**src/rtl/q_enc_gen_if.sv**
```systemverilog
// Register-write bus for the quadrature encoder generator.
// The CPU side drives it through the master modport; the generator samples it through the slave modport.
interface q_enc_gen_if;
  logic        write;
  logic [1:0]  addr;
  logic [1:0]  be;
  logic [15:0] data;

  modport master (output write, addr, be, data);
  modport slave  (input  write, addr, be, data);
endinterface

```
**src/rtl/q_enc_gen.sv**
```systemverilog
// Quadrature encoder emulator: walks a 32-bit position toward a written target and emits A/B/Z.
// It takes one count per programmable interval.
module q_enc_gen #(
  parameter logic [15:0] DEF_PERIOD = 16'd16,
  parameter logic [15:0] DEF_CPR    = 16'd0
) (
  input  logic               clock,
  input  logic               reset_n,
  input  logic               sclr,
  input  logic               ena,
  input  logic               dir,
  q_enc_gen_if.slave         bus,
  output logic               A,
  output logic               B,
  output logic               Z,
  output logic signed [31:0] position,
  output logic               busy,
  output logic               arrived
);

  logic signed [31:0] target;
  logic [15:0]        stage;
  logic [15:0]        period;
  logic [15:0]        cpr;
  logic [15:0]        idx;
  logic [15:0]        timer;

  logic               wr_stage, wr_target, wr_period, wr_cpr;
  logic [15:0]        last_tick;
  logic               active, step, move_up;
  logic signed [31:0] pos_next;
  logic signed [31:0] target_next;
  logic [15:0]        idx_next;
  logic [1:0]         phase;

  function automatic logic [15:0] merge(input logic [15:0] old, input logic [15:0] din,
                                        input logic [1:0] en);
    return {en[1] ? din[15:8] : old[15:8], en[0] ? din[7:0] : old[7:0]};
  endfunction

  // Gray sequence {A,B} for position[1:0]; A leads B when counting up.
  function automatic logic [1:0] quad(input logic [1:0] p);
    logic [1:0] ab;
    case (p)
      2'b00:   ab = 2'b00;
      2'b01:   ab = 2'b10;
      2'b10:   ab = 2'b11;
      default: ab = 2'b01;
    endcase
    return ab;
  endfunction

  always_comb begin
    wr_stage  = bus.write && (bus.addr == 2'd0);
    wr_target = bus.write && (bus.addr == 2'd1);
    wr_period = bus.write && (bus.addr == 2'd2);
    wr_cpr    = bus.write && (bus.addr == 2'd3);

    // A period of 0 behaves like 1, so the fastest rate is one count per clock.
    last_tick = (period == 16'd0) ? 16'd0 : period - 16'd1;
    active    = ena && busy;
    step      = active && (timer >= last_tick);
    move_up   = target > position;

    pos_next = position;
    if (step)
      pos_next = move_up ? position + 32'sd1 : position - 32'sd1;

    target_next = target;
    if (wr_target)
      target_next = {merge(target[31:16], bus.data, bus.be), stage};

    // idx mirrors position modulo cpr; a cpr write re-origins it at the current position.
    idx_next = idx;
    if (wr_cpr)
      idx_next = 16'd0;
    else if (step && (cpr != 16'd0)) begin
      if (move_up)
        idx_next = (idx >= cpr - 16'd1) ? 16'd0 : idx + 16'd1;
      else
        idx_next = (idx == 16'd0) ? cpr - 16'd1 : idx - 16'd1;
    end

    phase = quad(position[1:0]);
  end

  always_ff @(posedge clock or negedge reset_n) begin
    if (!reset_n) begin
      position <= '0;
      target   <= '0;
      stage    <= '0;
      idx      <= '0;
      timer    <= '0;
      period   <= DEF_PERIOD;
      cpr      <= DEF_CPR;
      A        <= 1'b0;
      B        <= 1'b0;
      Z        <= 1'b0;
      busy     <= 1'b0;
      arrived  <= 1'b0;
    end else if (sclr) begin
      position <= '0;
      target   <= '0;
      stage    <= '0;
      idx      <= '0;
      timer    <= '0;
      A        <= 1'b0;
      B        <= 1'b0;
      Z        <= (cpr != 16'd0) && (idx == 16'd0);
      busy     <= 1'b0;
      arrived  <= 1'b0;
    end else begin
      timer    <= (!active || step) ? 16'd0 : timer + 16'd1;
      position <= pos_next;
      target   <= target_next;
      idx      <= idx_next;
      if (wr_stage)
        stage <= merge(stage, bus.data, bus.be);
      if (wr_period)
        period <= merge(period, bus.data, bus.be);
      if (wr_cpr)
        cpr <= merge(cpr, bus.data, bus.be);
      A        <= dir ? phase[0] : phase[1];
      B        <= dir ? phase[1] : phase[0];
      Z        <= (cpr != 16'd0) && (idx == 16'd0);
      busy     <= pos_next != target_next;
      arrived  <= step && (pos_next == target_next);
    end
  end

endmodule
```
**src/flat_wrapper.sv**
```systemverilog
// flat-port wrapper written by rule: the top's interface ports become plain ports
module q_enc_gen_flat 
#(
  parameter logic [15:0] DEF_PERIOD = 16'd16,
  parameter logic [15:0] DEF_CPR    = 16'd0
)
  (clock, reset_n, sclr, ena, dir, A, B, Z, position, busy, arrived, bus_write, bus_addr, bus_be, bus_data);
  q_enc_gen_if bus_i ();
  input  logic clock;
  input  logic reset_n;
  input  logic sclr;
  input  logic ena;
  input  logic dir;
  output logic A;
  output logic B;
  output logic Z;
  output logic signed [31:0] position;
  output logic busy;
  output logic arrived;
  input wire logic [$bits(bus_i.write)-1:0] bus_write;
  input wire logic [$bits(bus_i.addr)-1:0] bus_addr;
  input wire logic [$bits(bus_i.be)-1:0] bus_be;
  input wire logic [$bits(bus_i.data)-1:0] bus_data;
  assign bus_i.write = bus_write;
  assign bus_i.addr = bus_addr;
  assign bus_i.be = bus_be;
  assign bus_i.data = bus_data;
  q_enc_gen #(.DEF_PERIOD(DEF_PERIOD), .DEF_CPR(DEF_CPR)) u_core (.clock(clock), .reset_n(reset_n), .sclr(sclr), .ena(ena), .dir(dir), .bus(bus_i), .A(A), .B(B), .Z(Z), .position(position), .busy(busy), .arrived(arrived));
endmodule
```
**config.mk**
```make
export PLATFORM = sky130hd
export DESIGN_NAME = q_enc_gen_flat
export DESIGN_NICKNAME = d
export VERILOG_FILES = /design/src/rtl/q_enc_gen_if.sv /design/src/rtl/q_enc_gen.sv /design/src/flat_wrapper.sv
export SDC_FILE = /design/constraint.sdc
export NUM_CORES = 1
export LEC_CHECK = 0
export BUFFER_PORTS_ARGS = -buffer_cell sky130_fd_sc_hd__buf_2
export CORE_ASPECT_RATIO = 1.75
export CORE_MARGIN = 4
export CORE_UTILIZATION = 35
export CTS_CLUSTER_DIAMETER = 60
export DETAILED_ROUTE_END_ITERATION = 12
export SLEW_MARGIN = 20
export SYNTH_ARGS = -nofsm -noshare
export SYNTH_HDL_FRONTEND = slang
export SYNTH_SLANG_ARGS = --single-unit
```
**constraint.sdc**
```tcl
create_clock -name clock -period 12.6 [get_ports clock]
set_input_delay 1.26 -clock clock [delete_from_list [all_inputs] [get_ports clock]]
set_output_delay 1.26 -clock clock [all_outputs]
set_load 0.005 [all_outputs]
```
* Yosys cells after proc, flatten, opt, wreduce, memory -nomap -nowiden
Cells that the tools add are included.
** Word-level totals
- Register bits after elaboration :: 149
- Latch bits :: 0
- RAM bits :: 0
- Memory bits (read-only) :: 0
- Bits of input ports :: 26
- Output and inout port bits :: 37
- Word-level logic and storage cells :: 86
- Memories :: 0
** Cells by class
- $add $sub $neg :: 7
- Multipliers :: 0
- Div/mod/pow operators :: 0
- Order comparisons :: 3
- Equality and inequality tests :: 7
- Shifts and indexed selects :: 0
- Muxes and demuxes :: 27
- Bitwise operators :: 1
- Reductions and logical operators :: 26
** Operators by type and width (number)
- 16-bit two-way mux :: 11
- 32-bit two-way mux :: 5
- 16-bit by 1-bit subtractor with 16-bit output (second input constant) :: 3
- 16-bit by 1-bit adder with 16-bit output (second input constant) :: 2
- 32-bit by 2-bit adder with 32-bit output (second input constant) :: 1
- 32-bit equality test :: 1
- 16-bit >= comparator :: 2
- 32-bit > comparator :: 1
- 16-bit logical NOT :: 2
- 8-bit two-way mux :: 4
- 32-bit inequality test :: 1
- 32-bit by 2-bit subtractor with 32-bit output (second input constant) :: 1
- 16-bit nonzero test :: 1
- 3-bit AND reduction :: 4
- 1-bit logical AND :: 9
- 2-bit equality test (second input constant) :: 3
- 1-bit two-way mux :: 6
- 2-bit one-hot mux with 3 select lines :: 1
- 2-bit nonzero test :: 3
- 2-bit by 1-bit equality test with 1-bit output (second input constant) :: 2
- 2-bit logical NOT :: 2
- 2-bit AND reduction :: 2
- 3-bit nonzero test :: 1
- 1-bit logical NOT :: 1
- other kinds (2) :: 2

* Logic depth before layout (Yosys ltp)
- Depth after elaboration :: 8
- Depth in mapped cells :: 20
- Gate-level depth less buffers :: 19

* Least setup slack after synthesis
No wires, ideal clock.
- Kind :: register to register
- Start :: reg u_core.position[7]
- End :: reg u_core.busy
- Setup time :: 0.124 ns
- Data arrival time :: 4.909 ns
- Data required time :: 12.476 ns
- Path slack :: 7.567 ns
- Cell stages (with the launch flop) :: 20
- Path buffers :: 0
- Clock period less this slack :: 5.033 ns
- Cells stage by stage :: dfrtp_1 > inv_1 > ha_1 > a21oi_1 > nand3_1 > a221o_1 > o31ai_1 > o2111ai_1 > mux2_2 > ha_1 > a21oi_2 > a211oi_4 > o311a_2 > o21ai_1 > a211oi_1 > or3_1 > a31oi_1 > xor2_1 > a211o_1 > o31a_1
** On the way
- Cells in the longest elaborated chain, start to end :: 5
- Elaborated cells on any way between the ends :: 7
- Classes of those cells :: add/sub: 2; order compare: 1; eq/ne: 1; mux: 3
** Ends and longest elaborated chain
- start, declared :: RTL line q_enc_gen.sv:16 : output logic signed [31:0] position,
- start signal, assigned :: RTL line q_enc_gen.sv:114 : position <= pos_next;
- 32-bit by 2-bit subtractor with 32-bit output, or another cell as far along :: RTL line q_enc_gen.sv:67 : pos_next = move_up ? position + 32'sd1 : position - 32'sd1;
- 32-bit two-way mux :: RTL line q_enc_gen.sv:67
- 32-bit two-way mux * :: RTL line q_enc_gen.sv:66 : if (step)
- 32-bit inequality test * :: RTL line q_enc_gen.sv:126 : busy <= pos_next != target_next;
- 1-bit two-way mux * :: RTL line q_enc_gen.sv:101 : end else if (sclr) begin
- end signal, assigned :: RTL line q_enc_gen.sv:126
- end, declared :: RTL line q_enc_gen.sv:17 : output logic busy,
Mark *: on every way between the ends. The rest lies on a longest branch, timed or not.
A chain may end at the register's enable or synchronous reset.

* Worst setup path in the final report
Ends and elaborated chain as after synthesis.

==> results.md <==
* M1 GR Usage at 0.2079
* Setup Buffers After CTS at 0
* Period utilisation layout at 0.5206
* Most numerous cell on the critical path: a21oi_1
* Cell taking the most area after synthesis: dfrtp_1
* Fillers at 3,218
* Met3 Use GR at 0.02712
* Seq/Total Area, Yosys at 0.3231
* GRT Util Overall at 0.2059
* Crit. End Element: flip-flop
* Synth warnings at 0
* Share of the synthesized area in the top cell type at 0.3208
* WS Path Type: flip-flop to flip-flop
* RSZ-0062 raised after global routing: false
* Max-Slew Margin vs Limit at 0.3395
* Most common cell in the netlist: dfrtp_1
* Final nets at 1,476
* CP Launch Type: flip-flop
* CTS max path bufs at 2
* Clk Latency, worst-skew pair at 0.44 ns
* CTS H-tree lvls at 4
* Setup Viol. Count Final at 0
* Height of the die at 248.3 µm
* Global route overflow at 0
* Die W at 145.3 µm
* Most Crowded Layer GR: met2
* Register clock-pin slew on the reported worst setup and hold paths at 0.07 ns
* Synthesized netlist net count at 1,435
* Fin. Hold Viols at 0
* TNS Setup at 0 ns
* P per Cell Area at 117.6 mW/mm²
* Share of cells above drive strength 1 at 0.1205
* Area grow syn2layout at 10.94%
* TritonCTS clock tree: built
* Via density at 5.719
* FMAX at 152.4 MHz
* Fraction of registers with async set/reset at 1.000
* Met2 usage at 0.3873
* Number of synthesized flops with an enable pin at 0
* Vias in the first global route at 10,140
* Die area at 0.03607 mm²
* Initial Util at 0.3559
* Critical Path AT at 6.88 ns
* Wire length per cell at 21.17 µm
* Max-capacitance violation count at 0
* Clock tree sinks at 149
* First-pass GRT wire length at 57,530 µm
* Clock skew at 0.01339 ns
* Critical Path RT at 12.92 ns
* CTS root buffer: clkbuf_16
* Synth cell types at 88
* Final hold slack at 0.5170 ns
* Max-slew violations at 0
* Max incr delay on CP at 0.92 ns
* I/O pin cnt at 63
* Slew of the pin with the lowest slew margin at 0.9907 ns
* Synth cell count leaders: dfrtp_1 (148), nor2_1 (131), nand2_1 (111)
* Area contributors post-synth: dfrtp_1 (32%), ha_1 (12%), a21oi_1 (4.5%), xnor2_1 (4.3%), nor2_1 (4.3%)
* Initial antenna violation count at 0
* Vias post-DR at 10,030
* Hold Path Depth at 1
* Largest net degree at the start of global routing at 94
* Hold-fix buffers, CTS at 0
* Tmin final at 6.560 ns
* Reg2Reg Launch Point: u_core.position[7]$_DFF_PN0_
* CP max FO at 44
* Avg Inst Size Synth at 8.887 µm²
* Reg2reg setup slack at 6.04 ns
* PortBufs at 62
* Row count at 87
* DRT Pass-1 Iters at 5
* Slowest CP cell: mux2_2
* CP Cell Sequence: inv_1, ha_1, a21oi_1, nand3_1, a221o_1, o31ai_1, o2111ai_1, mux2_2, ha_1, a21oi_1, o211ai_1, a21oi_2, o21ai_0, a21oi_1, xor2_1, o211ai_1, a2111oi_2, nand3_1, o31a_1
* Register bit total from synthesis at 149
* Syn Inst Count at 1,299
* Final wirelength at 37,110 µm
* Drt initial violations at 518
* CORE AREA at 0.03244 mm²
* Peak supply drop at 0.09846 mV
* Status: finished, final reports clean
* Dominant synthesized flop cell: dfrtp_1
* GP Congestion at 0.9831
* CTS resizes at 0
* Reg2reg end: u_core.busy$_DFF_PN0_
* Min-delay src: u_core.stage[3]$_DFFE_PN0P_
* TritonCTS Buffers at 17
* Antenna violation net count after detailed routing at 0
* DRC viols at 0
* Leak at 6.009 nW
* Reg2reg path depth at 19
* Hold Path End: u_core.stage[3]$_DFFE_PN0P_
* Post-Syn Area at 0.01154 mm²
* Detail Placement HPWL at 29,150 µm
* Final antenna diode count at 0
* Hold crit path type: flip-flop to flip-flop
layout make-up:
class / count / area [µm²] / area share
clock inverters: 13 / 147.6 / 0.01153
inverters: 72 / 270.3 / 0.02110
well taps: 400 / 500.5 / 0.03908
multi-input cells: 1032 / 7355 / 0.5742
repair buffers: 68 / 361.6 / 0.02823
flip-flops and latches: 149 / 3730 / 0.2912
clock buffers: 19 / 442.9 / 0.03458
cells by family after synthesis:
group           Yosys count  share of synthesized area
mux                      72                    0.06633
compound gates          323                     0.1923
xor+xnor                 97                    0.07489
simple gates            430                     0.1824
flops                   149                     0.3231
buf+inv                 118                    0.04118
fa+ha+maj               110                     0.1199
layer usage:
metal	wire, µm	vias to the layer above	share of wire
li1	-	4811	-
met1	13540	4856	0.36
met2	19630	243	0.53
met3	997	115	0.027
met4	2945	0	0.079
met5	0	-	0
worst max-delay path: cells and delay by family (launching register included):
family	cells	cell delay, ns
AO/OA/AOI/OAI	12	3.47
XOR/XNOR	1	0.28
adder cells (fa/ha/maj)	2	0.81
buffers and inverters	1	0.08
flip-flops	1	0.52
multiplexers	1	0.92
AND/OR/NAND/NOR	2	0.32
sequential cells by signal, indices dropped and copies added (netlist names):
register         flops
u_core.position     32
u_core.arrived       1
u_core.busy          1
u_core.target       32
u_core.cpr          16
u_core.Z             1
u_core.timer        16
u_core.period       16
u_core.idx          16
u_core.A             1
u_core.B             1
u_core.stage        16
cell usage in the layout (no fill, tap or decap), drive strengths merged, types with 18 or more instances in the layout:
cell type	n
ha	109
nand4	22
buf	68
xor2	39
nor3	26
nand2	112
mux2i	36
nand3	34
xnor2	57
clkbuf	19
inv	77
nor2	131
nor4	19
a211oi	19
dfrtp	148
a21oi	108
o21ai	55
mux2	36
a22o	18
and3	19
per-stage QoR:
stage / area [µm²] / cells / worst slack, ns / power, mW / utilization
floorplan: 11540 / 1299 / 7.567 / 0.8624 / -
global placement: 12220 / 1721 / 6.179 / 0.9825 / 0.3766
detailed placement: 12220 / 1721 / 6.128 / 0.9891 / 0.3766
CTS: 12810 / 1753 / 6.082 / 1.517 / 0.3948
global route: 12810 / 1753 / 5.759 / 1.590 / 0.3948
finish: 12810 / 1753 / 6.040 / 1.506 / 0.3948
power breakdown:
group	switching (mW)	internal [mW]
sequential	0.0330	0.506
clock	0.225	0.300
combinational	0.277	0.165
worst max path at each step:
stage	from	to	slack [ns]	cells after the start
finish	u_core.position[7]$_DFF_PN0_	u_core.busy$_DFF_PN0_	6.04	19
global route	u_core.position[7]$_DFF_PN0_	u_core.busy$_DFF_PN0_	5.76	19
CTS	u_core.position[7]$_DFF_PN0_	u_core.busy$_DFF_PN0_	6.08	19
detailed placement	u_core.position[7]$_DFF_PN0_	u_core.busy$_DFF_PN0_	6.13	19
global placement	u_core.position[1]$_DFF_PN0_	u_core.busy$_DFF_PN0_	6.18	19
floorplan	u_core.position[7]$_DFF_PN0_	u_core.busy$_DFF_PN0_	7.57	19
(Power assumes the default switching activity.)
